File: config.mk
export PLATFORM = sky130hd
export DESIGN_NAME = pc_fetch_unit
export DESIGN_NICKNAME = d
export VERILOG_FILES = /design/src/rtl/pc_fetch_unit.sv
export SDC_FILE = /design/constraint.sdc
export NUM_CORES = 1
export LEC_CHECK = 0
export BUFFER_PORTS_ARGS = -buffer_cell sky130_fd_sc_hd__buf_2
export CAP_MARGIN = 20
export CELL_PAD_IN_SITES_DETAIL_PLACEMENT = 1
export CELL_PAD_IN_SITES_GLOBAL_PLACEMENT = 1
export CORE_MARGIN = 4
export CORE_UTILIZATION = 37
export CTS_CLUSTER_DIAMETER = 30
export DETAILED_ROUTE_END_ITERATION = 6
export GPL_TIMING_DRIVEN = 0
export MAX_ROUTING_LAYER = met4
export PLACE_DENSITY = 0.87
export SLEW_MARGIN = 20
export SYNTH_ARGS = -nofsm -noshare
export SYNTH_HDL_FRONTEND = slang
export SYNTH_SLANG_ARGS = --single-unit
export TNS_END_PERCENT = 30
File: constraint.sdc
create_clock -name clk -period 3.3 [get_ports clk]
set_input_delay 0.99 -clock clk [delete_from_list [all_inputs] [get_ports clk]]
set_output_delay 0.99 -clock clk [all_outputs]
set_load 0.03 [all_outputs]
File: src/rtl/pc_fetch_unit.sv
// pc_fetch_unit: program counter with a fetch-request handshake toward
// instruction memory. Generates sequential fetch addresses and applies
// exception/jump/branch redirects. A redirect that arrives while a request
// is held by a stall or backpressure is parked, then applied when the
// request is accepted. Misaligned targets are trapped to the exception vector.
module pc_fetch_unit #(
    parameter int          ADDR_W       = 32,
    parameter int unsigned RESET_VECTOR = 0,
    parameter int unsigned EXC_VECTOR   = 32'h0000_0080,
    parameter int unsigned INC          = 4
) (
    input  logic              clk,
    input  logic              rst_n,
    input  logic              stall,
    input  logic              branch,
    input  logic [ADDR_W-1:0] branch_target,
    input  logic              jump,
    input  logic [ADDR_W-1:0] jump_target,
    input  logic              exc,
    input  logic              imem_ready,
    output logic [ADDR_W-1:0] pc,
    output logic              pc_valid,
    output logic [ADDR_W-1:0] seq_pc,
    output logic              redirect_pending,
    output logic              misalign_err
);

    localparam int              LSB       = $clog2(INC);
    localparam logic [ADDR_W-1:0] RST_PC  = ADDR_W'(RESET_VECTOR);
    localparam logic [ADDR_W-1:0] EXC_PC  = ADDR_W'(EXC_VECTOR);
    localparam logic [ADDR_W-1:0] INC_W   = ADDR_W'(INC);

    typedef enum logic {BOOT, RUN} state_t;

    state_t            state;
    logic [ADDR_W-1:0] pend_target;
    logic              pend_is_exc;

    logic              fire;
    logic              new_valid;
    logic              new_is_exc;
    logic [ADDR_W-1:0] new_target;
    logic              use_pending;
    logic              eff_valid;
    logic              eff_is_exc;
    logic [ADDR_W-1:0] eff_target;
    logic              eff_misalign;
    logic [ADDR_W-1:0] apply_target;

    assign seq_pc = pc + INC_W;
    assign fire   = pc_valid & imem_ready & ~stall;

    // Pick this cycle's redirect and merge it with any parked one; a parked
    // exception is never overridden by a newer jump or branch.
    always_comb begin
        new_valid    = exc | jump | branch;
        new_is_exc   = exc;
        new_target   = branch_target;
        if (exc) begin
            new_target = EXC_PC;
        end else if (jump) begin
            new_target = jump_target;
        end

        use_pending  = redirect_pending & (~new_valid | (pend_is_exc & ~new_is_exc));
        eff_valid    = new_valid | redirect_pending;
        eff_is_exc   = use_pending ? pend_is_exc : new_is_exc;
        eff_target   = use_pending ? pend_target : new_target;
        eff_misalign = eff_valid & ~eff_is_exc & (|eff_target[LSB-1:0]);
        apply_target = eff_misalign ? EXC_PC : eff_target;
    end

    // Fetch FSM: BOOT issues nothing for one cycle, RUN keeps a request up
    // and only moves pc when that request is accepted.
    always_ff @(posedge clk or negedge rst_n) begin
        if (!rst_n) begin
            state            <= BOOT;
            pc               <= RST_PC;
            pc_valid         <= 1'b0;
            redirect_pending <= 1'b0;
            pend_target      <= '0;
            pend_is_exc      <= 1'b0;
            misalign_err     <= 1'b0;
        end else begin
            case (state)
                BOOT: begin
                    state            <= RUN;
                    pc_valid         <= 1'b1;
                    redirect_pending <= 1'b0;
                    misalign_err     <= eff_misalign;
                    if (eff_valid) begin
                        pc <= apply_target;
                    end
                end
                default: begin
                    pc_valid <= 1'b1;
                    if (fire) begin
                        redirect_pending <= 1'b0;
                        misalign_err     <= eff_misalign;
                        pc               <= eff_valid ? apply_target : seq_pc;
                    end else begin
                        misalign_err <= 1'b0;
                        if (eff_valid) begin
                            redirect_pending <= 1'b1;
                            pend_target      <= eff_target;
                            pend_is_exc      <= eff_is_exc;
                        end
                    end
                end
            endcase
        end
    end

endmodule

# Word level (Yosys, flattened, before mapping)
# Cells that the tools add are included.
[classes] n_reduce_logical=4 addsub=1 bitwise=15 n_mux=14 n_eq_ne=2
[ops] op="32-bit two-way mux" n=8
[ops] op="32-bit by 3-bit adder with 32-bit output (second input constant)" n=1
[ops] op="1-bit AND" n=6
[ops] op="1-bit two-way mux" n=6
[ops] op="1-bit NOT" n=5
[ops] op="1-bit OR" n=4
[ops] op="3-bit by 1-bit inequality test with 1-bit output (second input constant)" n=1
[ops] op="3-bit AND reduction" n=1
[ops] op="2-bit by 1-bit inequality test with 1-bit output (second input constant)" n=1
[ops] op="2-bit AND reduction" n=1
[ops] op="2-bit nonzero test" n=1
[ops] op="2-bit OR reduction" n=1
[word_totals] wordCells=42 reg_bits=68 out_inout_bits=67 input_bits=71

# Logic depth before layout (Yosys ltp)
# Gate-level depths: netlist of run 1.
[logic_depth] depth_word=13 mapped_depth=9 mapped_depth_nobuf=7

# Least setup slack after synthesis of run 1
# OpenSTA, ideal clock, no wires.
[synth_timing] kind="register to output" startpoint="register pc[5]" endpoint="output seq_pc[26]" required_ps=2310 n_path_buf=1 path_slack_ps=6 path_stages_with_launch=7 arrival_ps=2304 path_cell_list="dfrtp_1 -> buf_2 -> nand4_1 -> nor4_4 -> and3_1 -> nand3_1 -> xnor2_1"
[synth_between] elab_chain_len=1
[synth_lines] element="start: declaration" line_no="21" text="output logic [ADDR_W-1:0] pc,"
[synth_lines] element="start signal: assignment" line_no="92" text="pc <= apply_target;"
[synth_lines] element="start signal: assignment" line_no="100" text="pc <= eff_valid ? apply_target : seq_pc;"
[synth_lines] element="32-bit by 3-bit adder with 32-bit output" line_no="50" text="assign seq_pc = pc + INC_W;"
[synth_lines] element="end: declaration" line_no="23" text="output logic [ADDR_W-1:0] seq_pc,"
# No other way between the ends.

# Final worst setup path of run 1
[layout_timing] startpoint="register pc[5]" endpoint="output seq_pc[31]"
# The elaborated chain is that of the path after synthesis.

==> impl_results.md, run 1 <==
* Share of the synthesized area in the top cell type at 0.3892
* Overflow after GRT at 0
* Tot GR Track Use at 0.2525
* Fin crit period at ~3.2 ns
* P_sw at 1.254 mW
* Number of CTS-inserted buffers at 9
* Fin Hold WS at 0.4799 ns
* Period utilization at 0.9722
* # setup viols final at 0
* Cell area after synthesis at 0.004372 mm^2
* Starting DRT DRC Count at 321
* Initial antenna violation count at 0
* Clock Power Share at 0.285
* Root buffer cell: clkbuf_16
* Largest net degree at the start of global routing at 39
* Vias in the first global route at slightly below 5,000
* 1st-pass router iterations at 4
* VDD IR max at approximately 0.32 mV
* Routability Congestion at 0.8879
* DRC at 0
* IO Pins at ~140
* HP Class: reg2reg
* Clk_skew at 0.007271 ns
* Clock Path Buffers at 2
* Final Total Pwr at 3.115 mW
* Sequential element share of the synthesized area at 0.3892
* Die outline area at about 0.014 mm^2
* EDFF count, synth at 0
* Pleak at roughly 2.9 nW
* Sw Share at 0.4027
* Combinational share of power at 0.351
* Dominant synthesized flop cell: dfrtp_1
* Area delta synth->final at 30.40%
* Ys Warns at 0
* Fmax at between 0.3 and 0.4 GHz
* Ys async rst share at 1.000
* Worst Tran Pin Value at between 0.8 and 0.9 ns
* CTS sink cnt at just under 70
* Post-layout util at 0.4950
* Worst Path Arrival at between 2 and 2.5 ns
* Chip width at 116.7 um
* Count leader, synth: nand2_1
* Commonest cells in the netlist: nand2_1, dfrtp_1, nor2_1
* Avg WL per Cell at about 20 um
* Pins over their slew limit at 0
* FF+latch count, synth at between 60 and 70
* Int Power at between 1.5 and 2 mW
* Die height at between 100 and 150 um
* Crit-path max FO at 8
* Post-DP HPWL at roughly 13 mm
* Power density over cell area at about 550 mW/mm^2
* Final hold vios at 0
* Syn_area_per_cell at between 8 and 9 um^2
* Via count at 4,754
* Cell row count at 39
* Clock-pin slew on the worst setup and hold paths at 0.05 ns
* Synth area leader: dfrtp_1
* Antenna Cells at 0
* Post-Syn Nets at slightly below 600
* H-Tree Depth at 3
* Share of cells above drive strength 1 at 0.2940
* Total Routed Length at between 15 and 20 mm
* Relative slew slack at 0.4639
* DR vias/cell at ~5.7
* RSZ-0062 raised after global routing: no
* Later-pin clock latency in the skew report at around 0.33 ns
* Critical Path Sink Type: output pin
* Run status: finished clean
* CTS Hold Bufs at 0
* Worst Path Required at between 2 and 2.5 ns
* Starting Density at 0.3796
* Main area contributors after synthesis: dfrtp_1, nand2_1, mux2i_1
* Cell area after layout at between 0.005 and 0.006 mm^2
* Area post-placement at 0.005259 mm^2
* Mapped Cells at about 520
* First-pass GRT wire length at approximately 26 mm
* CTS tree: yes
* Critical path class: reg2out
* I/O Buffers at 137
* Sequential Power Share at 0.364
* Core ar. at 0.01152 mm^2
* Critical Path Start Type: flip-flop
* Max Cap Viol at 0
* Final Net Count at 754
* Synth cell types at 52
* Post-route ant nets at 0
==> sequential cells by signal (all words and copies together), names as in the netlist <==
signal / count
misalign_err: 1
pc: 32
pend_is_exc: 1
pend_target: 32
redirect_pending: 1
state: 1
==> critical path, stage by stage, from the launching register on <==
cell and delay [ns]:
dfrtp_1 0.35, buf_6 0.13, nand4_1 0.09, buf_4 0.18
nor4_4 0.27, buf_6 0.17, nand4_1 0.13, xnor2_1 0.30
buf_2 0.26
==> cell usage in the layout (no fill, tap or decap), types with 4 or more instances in the layout <==
cell type / count
a211oi_1: 26
a21o_1: 10
a21oi_1: 34
a221o_1: 5
a31oi_1: 4
a32oi_1: 5
and2_1: 4
and3_1: 7
buf_2: 142
buf_4: 16
clkbuf_1: 23
clkbuf_16: 9
clkinv_2: 4
dfrtp_1: 66
inv_1: 7
mux2_2: 4
mux2i_1: 29
nand2_1: 109
nand2b_1: 4
nand3_1: 18
nand4_1: 8
nor2_1: 43
nor3_1: 7
o21ai_0: 16
xnor2_1: 20
xnor2_2: 4
xor2_1: 4
==> metal layers <==
metal | part of all wire | global-route usage
met4 | 0.023 | 0.08563
met2 | 0.51 | 0.4270
met5 | 0 | -
met3 | 0.054 | 0.02642
met1 | 0.41 | 0.3154
==> cell type report <==
class                   instances  area (um^2)
plain buffers                  38        178.9
clock buffers                  11        242.7
clock inverters                 5        27.53
fillers                      1431         5816
inverters                       7        26.28
multi-input cells             409         2531
flip-flops and latches         68         1704
well taps                     143        178.9
repair buffers                149        810.8
==> power groups by stage <==
stage	Sequential (mW)	Clock [mW]	Combinational, mW
2_1_floorplan	1.23	0	0.574
4_1_cts	1.12	0.891	1.07
3_5_place_dp	1.13	0	1.06
6_report	1.13	0.889	1.09
5_1_grt	1.15	0.935	1.18
3_3_place_gp	1.12	0	1.03
==> per-stage QoR <==
step | std cells | TNS (ns) | worst slack [ns]
floorplan | 524 | 0 | 0.006040
global placement | 804 | 0 | 0.1227
detailed placement | 805 | -0.02322 | -0.02078
CTS | 827 | 0 | 0.001890
global route | 830 | 0 | 0.003657
finish | 830 | 0 | 0.09176
==> worst paths after layout <==
path / startpoint / endpoint / slack [ns] / cells after the start
setup / recovery: pc[5] / seq_pc[31] / 0.09 / 8
hold / removal: pend_target[14] / pend_target[14] / 0.48 / 2
setup reg to reg: pend_is_exc / pc[28] / 0.78 / 7
hold reg to reg: pend_target[14] / pend_target[14] / 0.48 / 2
max in group asynchronous: rst_n / pc[13] / 2.14 / 2
min in group asynchronous: rst_n / pc[1] / 0.59 / 1
==> logic make-up after synthesis <==
group / synth area share
buffers and inverters: 0.04665
AND/OR/NAND/NOR: 0.2287
other: 0.0008578
flip-flops: 0.3892
XOR/XNOR: 0.05609
AO/OA/AOI/OAI: 0.1938
adder cells (fa/ha/maj): 0.002862
multiplexers: 0.08185
==> timing repair <==
item                       in CTS  in global routing
gates resized for setup         5                 23
gates cloned                    0                  0
setup buffers                   8                  3
setup endpoints to repair      17                 15
pin swaps                       2                  2
Note: power is estimated with default switching activity, not from simulation.
==> inputs of run 2 (changes only) <==
--- a/config.mk
+++ b/config.mk
@@ -9,7 +9,6 @@
 export CAP_MARGIN = 20
 export CELL_PAD_IN_SITES_DETAIL_PLACEMENT = 1
 export CELL_PAD_IN_SITES_GLOBAL_PLACEMENT = 1
-export CORE_MARGIN = 4
 export CORE_UTILIZATION = 37
 export CTS_CLUSTER_DIAMETER = 30
 export DETAILED_ROUTE_END_ITERATION = 6
==> impl_results.md, run 2 (synthesis results as in run 1) <==
* Clock Path Buffers at 2 (unchanged)
* Fmax at 0.3143 GHz (+0.83%)
* Period utilization at 0.9642 (-0.008000)
* Vias in the first global route at 5,042 (+2.1%)
* Crit-path most repeated cell: buf_4
* Reg area at 0.001707 mm^2 (+0.15%)
* DR vias/cell at 5.845 (+2.0%)
* Worst Hold Launch: pend_target[5]
* Slowest CP cell: dfrtp_1
* Critical Path Start Type: flip-flop
* CTS Hold Bufs at 0 (unchanged)
* Die height at 110.7 um (-5.1%)
* Antenna Cells at 0 (unchanged)
* Critical path class: reg2out
* Fin crit period at 3.182 ns (-0.02640 ns)
* Via count at 4,851 (+2.0%)
* Run status: finished clean
* R2R setup slack at 0.80 ns (+0.02 ns)
* WHS Path Cells at 2 (unchanged)
* H-Tree Depth at 3 (unchanged)
* Max Cap Viol at 0 (unchanged)
* Root buffer cell: clkbuf_16
* Worst Path Arrival at 2.19 ns (-0.03 ns)
* Relative slew slack at 0.4372 (-0.02664)
* HP Class: reg2reg
* Pins over their slew limit at 0 (unchanged)
* Share of cells above drive strength 1 at 0.2955 (+0.001456)
* Worst r2r path cells at 7 (unchanged)
* Critical Path Sink Type: output pin
* Area delta synth->final at 31.83%
* Chip width at 110.7 um (-5.1%)
* Worst R2R Start: pend_is_exc
* Largest regs: pc (32), pend_target (32)
* IO Pins at 138 (unchanged)
* Later-pin clock latency in the skew report at 0.33 ns (about the same)
* Clock-pin slew on the worst setup and hold paths at 0.06 ns (about the same)
* Avg WL per Cell at 19.66 um (-1.8%)
* Largest net degree at the start of global routing at 39 (unchanged)
* Commonest cells after routing, fill and taps aside: buf_2, nand2_1, dfrtp_1, nor2_1, a21oi_1
* Delay-heaviest family, CP: buffers and inverters
* Fill count at 1,421 (-0.70%)
* Clk_skew at 0.005836 ns (-0.001435 ns)
* Worst r2r dst: pc[24]
* DRC at 0 (unchanged)
* Pleak at 2.931 nW (+0.78%)
* Post-DP HPWL at 11.97 mm (-5.4%)
* Dpl cells at 805 (unchanged)
* 1st-pass router iterations at 5 (+1)
* Worst Path Required at 2.31 ns (about the same)
* Layout Cells excl Fill at 830 (unchanged)
* CTS sink cnt at 68 (unchanged)
* I/O Buffers at 137 (unchanged)
* First-pass GRT wire length at 26.50 mm (+2.2%)
* Cell row count at 39 (unchanged)
* Max stage delay on crit path at 0.36 ns (about the same)
* Tot GR Track Use at 0.2817 (+0.02922)
* Final Net Count at 756 (+0.27%)
* Starting DRT DRC Count at 264 (-18%)
* Worst Tran Pin Value at 0.8411 ns (+0.03981 ns)
* Hold EP: pend_target[5]
* Overflow after GRT at 0 (unchanged)
* # setup viols final at 0 (unchanged)
* Die outline area at 0.01225 mm^2 (-10%)
* Worst-path cell chain: clkbuf_4 -> nand3_2 -> nor4_4 -> buf_4 -> buf_4 -> nand3_1 -> xnor2_2 -> buf_4
* Initial antenna violation count at 0 (unchanged)
* Setup tns final at 0 ns (unchanged)
* Final hold vios at 0 (unchanged)
* Routability Congestion at 0.8846 (-0.37%)
* Total Routed Length at 16.32 mm (-1.8%)
* Multi-input gate area at 0.002537 mm^2 (+0.25%)
* CTS tree: yes
* VDD IR max at 0.3603 mV (+11%)
* Power density over cell area at 566.9 mW/mm^2 (+3.7%)
* Leading cell type in the layout, fill and taps excluded: buf_2
* Post-route ant nets at 0 (unchanged)
* Starting Density at 0.3812 (+0.001615)
* Core ar. at 0.01147 mm^2 (-0.42%)
* CP Buf/Inv Count at 4 (unchanged)
* Crit-path max FO at 7 (-1)
* Number of CTS-inserted buffers at 9 (unchanged)
[run 2: worst min-delay path, stage by stage (launching register included)]
cell	delay, ns
dfrtp_1	0.34
nand2_1	0.05
nand2_1	0.06
[run 2: final cells by class]
type                            instances  share of cell area
Multi-Input combinational cell        409              0.4403
Tap cell                              143             0.03105
Clock inverter                          2             0.01042
Sequential cell                        68              0.2961
Clock buffer                           12             0.04277
Timing Repair Buffer                  151              0.1437
Buffer                                 38             0.03105
Inverter                                7            0.004559
[run 2: power by group]
part	switching (mW)	total (mW)	leakage [nW]	internal [mW]
clock	0.354	1.03	0.149	0.675
sequential	0.163	1.13	0.864	0.967
combinational	0.728	1.11	1.92	0.380
[run 2: worst max path at each step]
stage,from,endpoint,depth (start not counted)
final,pc[12],seq_pc[19],8
after global placement,pc[11],seq_pc[29],6
after CTS,pc[5],seq_pc[27],9
after global routing,pc[4],seq_pc[19],7
after floorplan,pc[5],seq_pc[26],6
after detailed placement,pc[11],seq_pc[27],6
[run 2: metal layers]
layer | routed length, um | global-route usage | vias to the layer above | share of wire
li1 | - | - | 2182 | -
met1 | 6642 | 0.3398 | 2403 | 0.41
met2 | 8128 | 0.4613 | 215 | 0.50
met3 | 899 | 0.03773 | 51 | 0.055
met4 | 647 | 0.1458 | 0 | 0.040
met5 | 0 | - | - | 0
[run 2: what timing repair did]
action                     in CTS  in global routing
setup endpoints to repair      17                 15
hold endpoints to repair        0                  0
cloned                          0                  0
gates resized for setup         4                 27
buffers inserted                8                  5
pin swaps                       2                  5
[run 2: metrics by stage]
| stage | worst slack, ns | instance area (um^2) | util | hold slack [ns] | total power [mW] |
|---|---|---|---|---|---|
| floorplan | 0.006040 | 4372 | - | 0.4460 | 1.806 |
| global placement | 0.1211 | 5236 | 0.4566 | 0.4572 | 2.140 |
| detailed placement | 0.05176 | 5259 | 0.4586 | 0.4671 | 2.186 |
| CTS | 0.006200 | 5633 | 0.4912 | 0.4860 | 3.224 |
| global route | -0.005784 | 5763 | 0.5026 | 0.5056 | 3.399 |
| finish | 0.1182 | 5763 | 0.5026 | 0.4839 | 3.267 |
==> inputs of run 3 (changes only) <==
--- a/config.mk
+++ b/config.mk
@@ -14,7 +14,7 @@
 export DETAILED_ROUTE_END_ITERATION = 6
 export GPL_TIMING_DRIVEN = 0
 export MAX_ROUTING_LAYER = met4
-export PLACE_DENSITY = 0.87
+export PLACE_DENSITY_LB_ADDON = 0.2
 export SLEW_MARGIN = 20
 export SYNTH_ARGS = -nofsm -noshare
 export SYNTH_HDL_FRONTEND = slang
==> impl_results.md, run 3 (synthesis results as in run 1) <==
* Run status: finished clean
* Crit-path max FO at 7 (unchanged)
* Final worst slack at 0.07074 ns (-0.04742 ns)
* Post-DP HPWL at 11.96 mm (about the same)
* Post-layout util at 0.4981 (-0.004473)
* Overflow after GRT at 0 (unchanged)
* Fin crit period at 3.229 ns (+0.04742 ns)
* Final Net Count at 755 (-0.13%)
* DR vias/cell at 5.675 (-2.9%)
* Dpl cells at 805 (unchanged)
* Worst Path Required at 2.31 ns (about the same)
* Area delta synth->final at 30.65%
* Avg WL per Cell at 19.23 um (-2.2%)
* Cell row count at 39 (unchanged)
* Setup tns final at 0 ns (unchanged)
* Pins over their slew limit at 0 (unchanged)
* Clock Path Buffers at 2 (unchanged)
* Worst Tran Pin Value at 0.7572 ns (-0.08382 ns)
* First-pass GRT wire length at 25.76 mm (-2.8%)
* Final hold vios at 0 (unchanged)
* Leading cell type in the layout, fill and taps excluded: buf_2
* Clk_skew at 0.007685 ns (+0.001849 ns)
* Starting Density at 0.3812 (unchanged)
* CTS Hold Bufs at 0 (unchanged)
* Fin Hold WS at 0.4786 ns (-0.005301 ns)
* Post-route ant nets at 0 (unchanged)
* HP Class: reg2reg
* Tot GR Track Use at 0.2743 (-0.007401)
* # setup viols final at 0 (unchanged)
* Later-pin clock latency in the skew report at 0.33 ns (about the same)
* Max Cap Viol at 0 (unchanged)
* Clock-pin slew on the worst setup and hold paths at 0.05 ns (about the same)
* DRC at 0 (unchanged)
* Critical Path Sink Type: output pin
* H-Tree Depth at 3 (unchanged)
* IO Pins at 138 (unchanged)
* Die outline area at 0.01225 mm^2 (unchanged)
* Period utilization at 0.9786 (+0.01437)
* Total Routed Length at 15.98 mm (-2.1%)
* 1st-pass router iterations at 4 (-1)
* Fmax at 0.3097 GHz (-1.5%)
* Critical path class: reg2out
* Routability Congestion at 0.8723 (-1.4%)
* Relative slew slack at 0.4933 (+0.05608)
* Share of cells above drive strength 1 at 0.2965 (+0.001024)
* Final Total Pwr at 3.160 mW (-3.3%)
* Number of CTS-inserted buffers at 9 (unchanged)
* Chip width at 110.7 um (unchanged)
* Largest net degree at the start of global routing at 49 (+26%)
* Antenna Cells at 0 (unchanged)
* Fill count at 1,411 (-0.70%)
* Pleak at 2.883 nW (-1.6%)
* CTS sink cnt at 68 (unchanged)
* CTS tree: yes
* Worst Path Arrival at 2.24 ns (+0.05 ns)
* Critical Path Start Type: flip-flop
* Die height at 110.7 um (unchanged)
* Commonest cells after routing, fill and taps aside: buf_2, nand2_1, dfrtp_1, nor2_1, a21oi_1
* I/O Buffers at 137 (unchanged)
* Cell area after layout at 0.005712 mm^2 (-0.89%)
* Vias in the first global route at 4,923 (-2.4%)
* Area post-placement at 0.005266 mm^2 (+0.14%)
* Root buffer cell: clkbuf_16
* Initial antenna violation count at 0 (unchanged)
* Layout Cells excl Fill at 831 (+0.12%)
* Via count at 4,716 (-2.8%)
* VDD IR max at 0.3103 mV (-14%)
* Largest regs: pc (32), pend_target (32)
* Worst slack, placed at -0.01333 ns (-0.06509 ns)
* RSZ-0062 raised after global routing: yes
* Starting DRT DRC Count at 227 (-14%)
* Core ar. at 0.01147 mm^2 (unchanged)
* Power density over cell area at 553.3 mW/mm^2 (-2.4%)
==> run 3: layer usage <==
layer | share of wire | track usage | up-vias
met2 | 0.50 | 0.4422 | 159
met1 | 0.42 | 0.3408 | 2350
met4 | 0.030 | 0.1280 | 0
met5 | 0 | - | -
li1 | - | - | 2176
met3 | 0.052 | 0.03882 | 31
==> run 3: timing repair <==
item / in CTS / in global routing
pin swaps: 3 / 4
endpoints found under the hold margin: 0 / 0
setup endpoints to repair: 17 / 15
gates resized for setup: 7 / 16
setup buffers: 8 / 4
==> run 3: path summary, 6_finish.rpt <==
path | start | endpoint | slack (ns) | depth (start not counted)
worst max-delay path | pc[12] | seq_pc[29] | 0.07 | 8
max in group asynchronous | rst_n | pc[11] | 2.20 | 2
min in group asynchronous | rst_n | pend_target[5] | 0.55 | 1
worst min-delay path | pend_target[22] | pend_target[22] | 0.48 | 2
worst min register to register | pend_target[22] | pend_target[22] | 0.48 | 2
worst max register to register | pend_is_exc | pc[25] | 0.65 | 7
==> run 3: layout make-up <==
type                       count  area (um^2)  area share
multi-input combinational    409         2510      0.4394
tap                          143        178.9     0.03133
timing repair buffer         150        817.0      0.1430
sequential                    68         1709      0.2992
inverter                       7        26.28    0.004600
clock buffer                  10        229.0     0.04009
clock inverter                 6        65.06     0.01139
buffer                        38        176.4     0.03089
==> run 3: power breakdown <==
part / leakage, nW / switching (mW) / internal, mW
Sequential: 0.862 / 0.164 / 0.967
Combinational: 1.88 / 0.713 / 0.363
Clock: 0.142 / 0.368 / 0.585
Total: 2.88 / 1.25 / 1.92
==> run 3: worst max-delay path, stage by stage (launching register included) <==
cell	delay (ns)
dfrtp_1	0.36
buf_2	0.21
nand3_2	0.16
nor4_4	0.27
buf_4	0.18
and2_2	0.21
nand4_1	0.15
xnor2_1	0.16
buf_2	0.21
